$ cat src/rtl/riscv_load_tag_tracker_pkg.sv
// rtl/riscv_load_tag_tracker_pkg.sv - shared types and encodings for the load tag tracker
//
// Purpose: byte count, data-type and phase encodings, FIFO entry layout and
// the phase FSM state type used by the tracker and its byte-select helper.
// Ports: none (package).
package riscv_load_tag_tracker_pkg;

  localparam int LSU_TAG_BYTES = 4;

  // data_type encodings (2'b10 and 2'b11 are both byte accesses)
  localparam logic [1:0] DTYPE_WORD = 2'b00;
  localparam logic [1:0] DTYPE_HALF = 2'b01;

  // misaligned phase encodings
  localparam logic [1:0] PHASE_SINGLE = 2'b00;
  localparam logic [1:0] PHASE_FIRST  = 2'b01;
  localparam logic [1:0] PHASE_SECOND = 2'b10;

  typedef enum logic {
    LT_IDLE    = 1'b0,
    LT_PARTIAL = 1'b1
  } load_tag_state_t;

  typedef struct packed {
    logic       we;
    logic [1:0] dtype;
    logic [1:0] offset;
    logic [1:0] phase;
    logic       rs1_tag;
  } tag_entry_t;

  function automatic logic [1:0] encode_phase(input logic misaligned, input logic first);
    if (misaligned) return PHASE_SECOND;
    if (first)      return PHASE_FIRST;
    return PHASE_SINGLE;
  endfunction

endpackage

$ cat src/rtl/riscv_load_tag_tracker_if.sv
// rtl/riscv_load_tag_tracker_if.sv - request/response/tag bundle between LSU, memory and tracker
//
// Purpose: groups the grant-time request attributes, the memory response and
// the tracker outputs.
// Modports: master = LSU/memory side (drives request and response, reads tags),
//           slave  = tracker side.
interface riscv_load_tag_tracker_if;
  logic       data_req_ex_i;
  logic       data_gnt_i;
  logic       data_we_ex_i;
  logic [1:0] data_type_ex_i;
  logic [1:0] data_addr_offset_ex_i;
  logic       data_misaligned_ex_i;
  logic       data_misaligned_first_ex_i;
  logic       rs1_tag_ex_i;
  logic       data_rvalid_i;
  logic [3:0] data_rdata_tag_i;
  logic       lsu_tag_stall_o;
  logic       regfile_wdata_tag_o;
  logic       rs1_tag_wb_o;
  logic       tag_valid_o;
  logic       protocol_err_o;

  modport master (
    output data_req_ex_i, data_gnt_i, data_we_ex_i, data_type_ex_i,
           data_addr_offset_ex_i, data_misaligned_ex_i, data_misaligned_first_ex_i,
           rs1_tag_ex_i, data_rvalid_i, data_rdata_tag_i,
    input  lsu_tag_stall_o, regfile_wdata_tag_o, rs1_tag_wb_o, tag_valid_o,
           protocol_err_o
  );

  modport slave (
    input  data_req_ex_i, data_gnt_i, data_we_ex_i, data_type_ex_i,
           data_addr_offset_ex_i, data_misaligned_ex_i, data_misaligned_first_ex_i,
           rs1_tag_ex_i, data_rvalid_i, data_rdata_tag_i,
    output lsu_tag_stall_o, regfile_wdata_tag_o, rs1_tag_wb_o, tag_valid_o,
           protocol_err_o
  );
endinterface

$ cat src/rtl/riscv_tag_byte_select.sv
// rtl/riscv_tag_byte_select.sv - reduce per-byte memory tags to one load tag
//
// Purpose: builds the byte coverage mask of one memory response from the
// access type, address offset and misaligned phase, then ORs the covered tags.
// Ports: data_type_i (access size), offset_i (addr[1:0]), phase_i (single/
//        first/second), rdata_tag_i (per-byte tags), tag_o (reduced tag).
module riscv_tag_byte_select
  import riscv_load_tag_tracker_pkg::*;
(
  input  logic [1:0]               data_type_i,
  input  logic [1:0]               offset_i,
  input  logic [1:0]               phase_i,
  input  logic [LSU_TAG_BYTES-1:0] rdata_tag_i,
  output logic                     tag_o
);

  logic [LSU_TAG_BYTES-1:0] mask;

  always_comb begin
    mask = '0;
    case (data_type_i)
      DTYPE_WORD: begin
        // the first/single beat holds bytes offset..3, the second beat
        // holds the wrapped-around low bytes 0..offset-1
        for (int i = 0; i < LSU_TAG_BYTES; i++) begin
          if (phase_i == PHASE_SECOND) mask[i] = (2'(i) < offset_i);
          else                         mask[i] = (2'(i) >= offset_i);
        end
      end
      DTYPE_HALF: begin
        if (offset_i == 2'd3) mask = (phase_i == PHASE_SECOND) ? 4'b0001 : 4'b1000;
        else                  mask = 4'b0011 << offset_i;
      end
      default: mask = 4'b0001 << offset_i;
    endcase
  end

  assign tag_o = |(mask & rdata_tag_i);

endmodule

$ cat src/rtl/riscv_load_tag_tracker.sv
// rtl/riscv_load_tag_tracker.sv - tracks outstanding data requests and produces load tags
//
// Purpose: records request attributes at grant, pops them on rvalid, reduces
// the per-byte response tag and merges the two halves of misaligned loads.
// Ports: clk, rst_n (async active-low), bus (slave modport: request fields,
//        response, stall, load tag, rs1 tag, tag valid, protocol error).
module riscv_load_tag_tracker
  import riscv_load_tag_tracker_pkg::*;
#(
  parameter int DEPTH = 2
) (
  input  logic                           clk,
  input  logic                           rst_n,
  riscv_load_tag_tracker_if.slave        bus
);

  localparam int AW = $clog2(DEPTH);
  localparam int CW = $clog2(DEPTH) + 1;

  tag_entry_t       fifo [DEPTH];
  logic [AW-1:0]    wr_ptr, rd_ptr;
  logic [CW-1:0]    count;
  load_tag_state_t  state, state_next;
  logic             partial, partial_next;

  logic       empty, full, push, pop;
  tag_entry_t head, new_entry;
  logic       head_tag;

  assign empty = (count == '0);
  assign full  = (count == CW'(DEPTH));
  assign pop   = bus.data_rvalid_i & ~empty;
  // a push into a full FIFO only fits when the head leaves in the same cycle
  assign push  = bus.data_req_ex_i & bus.data_gnt_i & (~full | pop);
  assign head  = fifo[rd_ptr];

  assign new_entry = '{we:      bus.data_we_ex_i,
                       dtype:   bus.data_type_ex_i,
                       offset:  bus.data_addr_offset_ex_i,
                       phase:   encode_phase(bus.data_misaligned_ex_i,
                                             bus.data_misaligned_first_ex_i),
                       rs1_tag: bus.rs1_tag_ex_i};

  riscv_tag_byte_select u_byte_select (
    .data_type_i (head.dtype),
    .offset_i    (head.offset),
    .phase_i     (head.phase),
    .rdata_tag_i (bus.data_rdata_tag_i),
    .tag_o       (head_tag)
  );

  always_ff @(posedge clk or negedge rst_n) begin
    if (!rst_n) begin
      wr_ptr  <= '0;
      rd_ptr  <= '0;
      count   <= '0;
      state   <= LT_IDLE;
      partial <= 1'b0;
      for (int i = 0; i < DEPTH; i++) fifo[i] <= '0;
    end else begin
      state   <= state_next;
      partial <= partial_next;
      if (push) begin
        fifo[wr_ptr] <= new_entry;
        wr_ptr       <= wr_ptr + AW'(1);
      end
      if (pop) rd_ptr <= rd_ptr + AW'(1);
      case ({push, pop})
        2'b10:   count <= count + CW'(1);
        2'b01:   count <= count - CW'(1);
        default: count <= count;
      endcase
    end
  end

  always_comb begin
    state_next              = state;
    partial_next            = partial;
    bus.tag_valid_o         = 1'b0;
    bus.regfile_wdata_tag_o = 1'b0;
    bus.rs1_tag_wb_o        = 1'b0;
    bus.protocol_err_o      = 1'b0;

    if (bus.data_rvalid_i && empty) begin
      bus.protocol_err_o = 1'b1;
    end else if (pop && !head.we) begin
      if (state == LT_PARTIAL && head.phase == PHASE_SECOND) begin
        bus.tag_valid_o         = 1'b1;
        bus.regfile_wdata_tag_o = partial | head_tag;
        bus.rs1_tag_wb_o        = head.rs1_tag;
        partial_next            = 1'b0;
        state_next              = LT_IDLE;
      end else begin
        // an unexpected beat while waiting for a second half drops the
        // partial tag so it cannot leak into this load's result
        if (state == LT_PARTIAL) bus.protocol_err_o = 1'b1;
        partial_next = 1'b0;
        state_next   = LT_IDLE;
        case (head.phase)
          PHASE_SINGLE: begin
            bus.tag_valid_o         = 1'b1;
            bus.regfile_wdata_tag_o = head_tag;
            bus.rs1_tag_wb_o        = head.rs1_tag;
          end
          PHASE_FIRST: begin
            partial_next = head_tag;
            state_next   = LT_PARTIAL;
          end
          default: bus.protocol_err_o = 1'b1;  // second half with no first half
        endcase
      end
    end
  end

  assign bus.lsu_tag_stall_o = full;

endmodule

$ cat src/flat_wrapper.sv
// flat-port wrapper written by rule: the top's interface ports become plain ports
module riscv_load_tag_tracker_flat import riscv_load_tag_tracker_pkg::*;
#(
  parameter int DEPTH = 2
)
  (clk, rst_n, bus_data_req_ex_i, bus_data_gnt_i, bus_data_we_ex_i, bus_data_type_ex_i, bus_data_addr_offset_ex_i, bus_data_misaligned_ex_i, bus_data_misaligned_first_ex_i, bus_rs1_tag_ex_i, bus_data_rvalid_i, bus_data_rdata_tag_i, bus_lsu_tag_stall_o, bus_regfile_wdata_tag_o, bus_rs1_tag_wb_o, bus_tag_valid_o, bus_protocol_err_o);
  riscv_load_tag_tracker_if bus_i ();
  input  logic clk;
  input  logic rst_n;
  input wire logic [$bits(bus_i.data_req_ex_i)-1:0] bus_data_req_ex_i;
  input wire logic [$bits(bus_i.data_gnt_i)-1:0] bus_data_gnt_i;
  input wire logic [$bits(bus_i.data_we_ex_i)-1:0] bus_data_we_ex_i;
  input wire logic [$bits(bus_i.data_type_ex_i)-1:0] bus_data_type_ex_i;
  input wire logic [$bits(bus_i.data_addr_offset_ex_i)-1:0] bus_data_addr_offset_ex_i;
  input wire logic [$bits(bus_i.data_misaligned_ex_i)-1:0] bus_data_misaligned_ex_i;
  input wire logic [$bits(bus_i.data_misaligned_first_ex_i)-1:0] bus_data_misaligned_first_ex_i;
  input wire logic [$bits(bus_i.rs1_tag_ex_i)-1:0] bus_rs1_tag_ex_i;
  input wire logic [$bits(bus_i.data_rvalid_i)-1:0] bus_data_rvalid_i;
  input wire logic [$bits(bus_i.data_rdata_tag_i)-1:0] bus_data_rdata_tag_i;
  output wire logic [$bits(bus_i.lsu_tag_stall_o)-1:0] bus_lsu_tag_stall_o;
  output wire logic [$bits(bus_i.regfile_wdata_tag_o)-1:0] bus_regfile_wdata_tag_o;
  output wire logic [$bits(bus_i.rs1_tag_wb_o)-1:0] bus_rs1_tag_wb_o;
  output wire logic [$bits(bus_i.tag_valid_o)-1:0] bus_tag_valid_o;
  output wire logic [$bits(bus_i.protocol_err_o)-1:0] bus_protocol_err_o;
  assign bus_i.data_req_ex_i = bus_data_req_ex_i;
  assign bus_i.data_gnt_i = bus_data_gnt_i;
  assign bus_i.data_we_ex_i = bus_data_we_ex_i;
  assign bus_i.data_type_ex_i = bus_data_type_ex_i;
  assign bus_i.data_addr_offset_ex_i = bus_data_addr_offset_ex_i;
  assign bus_i.data_misaligned_ex_i = bus_data_misaligned_ex_i;
  assign bus_i.data_misaligned_first_ex_i = bus_data_misaligned_first_ex_i;
  assign bus_i.rs1_tag_ex_i = bus_rs1_tag_ex_i;
  assign bus_i.data_rvalid_i = bus_data_rvalid_i;
  assign bus_i.data_rdata_tag_i = bus_data_rdata_tag_i;
  assign bus_lsu_tag_stall_o = bus_i.lsu_tag_stall_o;
  assign bus_regfile_wdata_tag_o = bus_i.regfile_wdata_tag_o;
  assign bus_rs1_tag_wb_o = bus_i.rs1_tag_wb_o;
  assign bus_tag_valid_o = bus_i.tag_valid_o;
  assign bus_protocol_err_o = bus_i.protocol_err_o;
  riscv_load_tag_tracker #(.DEPTH(DEPTH)) u_core (.clk(clk), .rst_n(rst_n), .bus(bus_i));
endmodule
$ cat config.mk
export PLATFORM = sky130hd
export DESIGN_NAME = riscv_load_tag_tracker_flat
export DESIGN_NICKNAME = d
export VERILOG_FILES = /design/src/rtl/riscv_load_tag_tracker_pkg.sv /design/src/rtl/riscv_load_tag_tracker_if.sv /design/src/rtl/riscv_tag_byte_select.sv /design/src/rtl/riscv_load_tag_tracker.sv /design/src/flat_wrapper.sv
export SDC_FILE = /design/constraint.sdc
export NUM_CORES = 1
export LEC_CHECK = 0
export ABC_AREA = 1
export CORE_MARGIN = 8
export CORE_UTILIZATION = 35
export DETAILED_ROUTE_END_ITERATION = 12
export DONT_BUFFER_PORTS = 1
export GPL_ROUTABILITY_DRIVEN = 0
export PLACE_DENSITY_LB_ADDON = 0.15
export REMOVE_ABC_BUFFERS = 1
export SLEW_MARGIN = 20
export SYNTH_ARGS = -nofsm -noshare
export SYNTH_HDL_FRONTEND = slang
export SYNTH_SLANG_ARGS = --single-unit
$ cat constraint.sdc
create_clock -name clk -period 2.2 [get_ports clk]
set_input_delay 0.44 -clock clk [delete_from_list [all_inputs] [get_ports clk]]
set_output_delay 0.44 -clock clk [all_outputs]
set_load 0.01 [all_outputs]
After elaboration in Yosys (flattened, before gate mapping)
Cells that the tools add are included.

storage, ports and cells
  register bits = 22
  input port bits = 17
  output and inout bits = 5
  word-level logic and storage cells = 104

cells by class
  add/sub/neg operators = 4
  order comparisons = 11
  equal/unequal tests = 7
  shifts and indexed selects = 2
  muxes and demuxes = 42
  bitwise gates (word level) = 11
  reduce and logical (&&, ||, !) cells = 12

operators with widths
  operator                                                    number
  2-to-1 mux 8 bit                                            4
  2-to-1 mux 1 bit                                            28
  bitwise mux 16 bit                                          1
  demux 8 bit (select 1 bit)                                  1
  == test 2 bit (second input constant)                       4
  2-to-1 mux 2 bit                                            4
  2-to-1 mux 4 bit                                            2
  one-hot mux 4 bit (2 select lines)                          1
  == test 2 x 1 -> 1 bit (second input constant)              3
  zero test 2 bit                                             3
  bitwise AND 4 bit                                           1
  >= comparator 1 x 2 -> 1 bit (first input constant)         2
  >= comparator 2 bit (first input constant)                  2
  >= comparator 2 bit (second input constant)                 2
  logical AND 1 bit                                           4
  less-than comparator 1 x 2 -> 1 bit (first input constant)  2
  less-than comparator 2 bit (first input constant)           2
  inverter 1 -> 2 bit                                         2
  one-hot mux 2 bit (2 select lines)                          1
  OR reduction 4 bit                                          1
  left shift 1 x 2 -> 4 bit (first input constant)            1
  left shift 2 x 2 -> 4 bit (first input constant)            1
  bitwise AND 1 bit                                           3
  inverter 1 bit                                              3
  other kinds (9)                                             11

Depth between registers and ports, before layout
  depth in word-level cells = 14
  depth in mapped cells = 14
  mapped depth without buffers = 14

By module
Synthesis repeated with hierarchy kept, for this count alone.

unflattened totals
  cell total of the unflattened synthesis = 191
  area, all modules = 1426.4 µm²

modules (own cells, without submodules)
  module                  instances  cells an instance  area an instance (µm²)  seq. area each (µm²)
  riscv_load_tag_tracker  1          137                1156.1                  550.5
  riscv_tag_byte_select   1          54                 270.3                   0.0

Worst setup path after synthesis
OpenSTA, ideal clock, no wires.

  path kind = reg-to-output
  from = register u_core.rd_ptr
  to = output port bus_regfile_wdata_tag_o
  arrival = 1.734 ns
  required time = 1.760 ns
  path slack = 0.026 ns
  stages on the path, launching flop included = 13
  buffers on the path = 0
  path through = dfrtp_1 -> inv_2 -> or2_2 -> o21ai_0 -> inv_1 -> ha_1 -> nand3b_1 -> nand3_1 -> nand2_1 -> nor2_2 -> nand3_1 -> nand2_1 -> inv_1

on the way
  longest elaborated chain between the ends = 14
  elaborated cells between the ends (all ways) = 36
  classes of those cells = 8 x order compare; 3 x eq/ne; 2 x shift; 14 x mux; 3 x bitwise; 6 x reduce/logical

ends and longest elaborated chain
  item                                                    RTL line                                                                                RTL
  from (decl)                                             riscv_load_tag_tracker.sv:21                                                            logic [AW-1:0] wr_ptr, rd_ptr;
  from (signal assigned)                                  riscv_load_tag_tracker.sv:67                                                            if (pop) rd_ptr <= rd_ptr + AW'(1);
  inverter 1 -> 2 bit (not written as such) *             riscv_load_tag_tracker.sv:35                                                            assign head = fifo[rd_ptr];
  2-to-1 mux 8 bit (not written as such) * (3 in series)  riscv_load_tag_tracker.sv:35
  == test 2 bit                                           riscv_tag_byte_select.sv:26, riscv_tag_byte_select.sv:31, riscv_load_tag_tracker.sv:87
  2-to-1 mux 4 bit (2 in series)                          riscv_tag_byte_select.sv:31                                                             if (offset_i == 2'd3) mask = (phase_i == PHASE_SECOND) ? 4'b0001 : 4'b1000;
  one-hot mux 4 bit (2 select lines)                      riscv_tag_byte_select.sv:21                                                             case (data_type_i)
  bitwise AND 4 bit                                       riscv_tag_byte_select.sv:38                                                             assign tag_o = |(mask & rdata_tag_i);
  OR reduction 4 bit                                      riscv_tag_byte_select.sv:38
  2-to-1 mux 1 bit or bitwise OR 1 bit (tied branches)    riscv_load_tag_tracker.sv:99, riscv_load_tag_tracker.sv:89
  2-to-1 mux 1 bit                                        riscv_load_tag_tracker.sv:87                                                            if (state == LT_PARTIAL && head.phase == PHASE_SECOND) begin
  2-to-1 mux 1 bit *                                      riscv_load_tag_tracker.sv:86                                                            end else if (pop && !head.we) begin
  2-to-1 mux 1 bit *                                      riscv_load_tag_tracker.sv:84                                                            if (bus.data_rvalid_i && empty) begin
  to (decl)                                               flat_wrapper.sv:21                                                                      output wire logic [$bits(bus_i.regfile_wdata_tag_o)-1:0] bus_regfile_wdata_tag_o;

Every way passes the cells marked *; elsewhere a longest branch is shown, timed or not. The select of a mux whose other input is x is not followed.

Final worst setup path
Same ends and word-level chain as after synthesis.

==> flow_metrics.tcl <==
set metrics [dict create \
    status "finished, violations left" \
    violations "negative setup slack" \
    grt_max_degree 23 \
    crit_chain "buf_6 > o21ai_4 > inv_2 > ha_4 > nor3_2 > nor2_1 > nand2_1 > nand2_1 > nor2_2 > nand3_1 > nand2_1 > inv_2" \
    leakage_uw 0.000888 \
    rsz0062_at_grt "yes" \
    top_level_ports 22 \
    clockBufferDepth 2 \
    fmax_mhz 423 \
    tightest_slew_ps 498 \
    cts_tree "built" \
    portBuffers 0 \
    overflow 0 \
    post-route-min-period_ps 2360 \
    critPathMostFrequentCell "nand2_1" \
    clk_latency_ps 260 \
    synth_edf_count 0 \
    yosysUniqueCellTypes 26 \
    syn_area_per_cell_sq_um 7.75 \
    htreeDepth 1 \
    antenna_found_initial 0 \
    slew_headroom_pct 66.8 \
    utilization_pct 45.2 \
    routed_via_density 4.66 \
    min_path_type "input port to asynchronous set/reset pin" \
    period_share_pct 107 \
    dp_hpwl_um 2320 \
    hold_violations 0 \
    regToRegStartpoint "u_core.rd_ptr" \
    yosys_warnings 0 \
    powerDensity_nw_per_um2 1600 \
    final_antenna_net_count 0 \
    die_w_um 78.8 \
    critPathLaunch "u_core.rd_ptr" \
    final_common_cell "nand2_1" \
    hold_slack_ps 135 \
    synth_seq_area_share_pct 39.9 \
    clock_skew_ps 5.73 \
    clk_pin_slew_ps 80 \
    crit_path_start_kind "flop" \
    end_kind "output port" \
    ys_ff_latch 22 \
    path_class "flop to output port" \
    setup_viol 1 \
    post-route-drc-count 0 \
    grt_usage_pct 10.4 \
    start_util_pct 35.5 \
    grt_pass1_vias 1210 \
    dp_slack_ps -96.2 \
    grt_pass1_wl_um 5270 \
    drtPass1Iterations 4 \
    final_nets 228 \
    setup_ws_ps -163 \
    maxCapViolCount 0 \
    drt_iter0_markers 59 \
    numCtsBuffers 3 \
    wl_um 3150 \
    dr_total_vias 1178 \
    cpPeakStageDelay_ps 440 \
    syn-instance-count 178 \
    ys.flop_type "dfrtp_1" \
    cp_data_required_time_ps 1760 \
    core-area_sq_um 3880 \
    worstReg2RegEnd "u_core.partial" \
    drive_above_1_share_pct 32.0 \
    worstPathArrival_ps 1920 \
    netlist_area_sq_um 1380 \
    fp.dieArea_sq_um 6200 \
    r2r_slack_ps 170 \
    post_drt_wl_per_cell_um 12.4 \
    maxSlewViolCount 0 \
    antenna_cells 0 \
    peakVddDrop_uv 561 \
    die_y_um 78.8 \
    final_cell_mix "nand2_1, inv_1, dfrtp_1, buf_4, o21ai_0" \
    cp_max_fo 4 \
    syn_to_final_growth_pct 27.5 \
    rr_worst_depth 13 \
    cts-root-buf "clkbuf_8" \
    slowest_stage "dfrtp_2" \
    row_count 23 \
    clock_sinks 22 \
    timing.setup.tns_ps -163 \
    synthArstFlopShare_pct 100 \
]
## state kept, by name (all words and copies together) (netlist names)
name / flops
u_core.state: 1
u_core.partial: 1
u_core.fifo: 16
u_core.wr_ptr: 1
u_core.rd_ptr: 1
u_core.count: 2
## Yosys cell counts, types with 2 or more instances
cell type | n | area [sq um]
or2_2 | 2 | 12.5
dfrtp_1 | 22 | 551
nand3b_1 | 2 | 15.0
inv_1 | 29 | 109
a21oi_1 | 2 | 10.0
nand2_4 | 7 | 78.8
nand3_1 | 6 | 30.0
nor2_4 | 3 | 33.8
nand2_2 | 3 | 18.8
xor2_1 | 2 | 17.5
o21ai_0 | 21 | 105
inv_2 | 3 | 11.3
nor2_2 | 2 | 12.5
nand2_1 | 47 | 176
ha_1 | 6 | 75.1
nor3_1 | 2 | 10.0
nor2_1 | 10 | 37.5
## metrics by stage
step	power, uW	area, sq um	std cells
floorplan	1740	1370	177
global placement	2070	1490	235
detailed placement	2090	1490	235
CTS	2700	1710	252
global route	3060	1760	253
finish	2810	1760	253
## layer usage
metal  GRT usage (%)  vias up  share of wire (%)  wire [um]
li1                -      601                  -          -
met1            11.8      546                 44       1390
met2            18.6       25                 50       1570
met3            2.37        6                4.5        143
met4            3.89        0                1.4         44
met5               0        -                  0          0
## kinds of logic after synthesis
| family | share of synthesized area, % |
|---|---|
| compound gates | 10.9 |
| fa+ha+maj | 5.44 |
| xor+xnor | 1.91 |
| mux | 0.726 |
| simple gates | 31.6 |
| flops | 39.9 |
| buf+inv | 9.53 |
## worst max-delay path by stage
stage	end	slack, ps	depth (start not counted)
2_1_floorplan	bus_regfile_wdata_tag_o	-260	12
3_3_place_gp	bus_regfile_wdata_tag_o	-20	12
3_5_place_dp	bus_regfile_wdata_tag_o	-100	12
4_1_cts	bus_regfile_wdata_tag_o	-170	13
5_1_grt	bus_regfile_wdata_tag_o	-280	13
6_report	bus_regfile_wdata_tag_o	-160	12
## where the power goes
| group | internal [uW] | leakage [uW] | switching (uW) |
|---|---|---|---|
| Clock | 122 | 0.0000216 | 122 |
| Sequential | 603 | 0.000272 | 119 |
| Combinational | 803 | 0.000595 | 1040 |
## area by class of cell
| cell class | instances | area [sq um] |
|---|---|---|
| Fill cell | 398 | 2130 |
| Multi-Input combinational cell | 123 | 802 |
| Sequential cell | 22 | 552 |
| Timing Repair Buffer | 23 | 178 |
| Inverter | 32 | 123 |
| Tap cell | 50 | 62.6 |
| Clock buffer | 3 | 41.3 |
## critical path, delay by kind of cell, from the launching register on
family,cells,cell delay (ps)
buffers and inverters,3,270
DFF,1,440
adders and majority gates,1,240
and+or+nand+nor,7,570
AOI/OAI and AO/OA,1,140
## what timing repair did
item                                   CTS  global route
endpoints found under the hold margin   22             0
resized for setup                       20            11
hold buffers                             1             0
pin swaps                                8             6
setup buffers                           13             2
setup endpoints to repair                2             5
No activity file was read; power rests on OpenSTA's default activity.
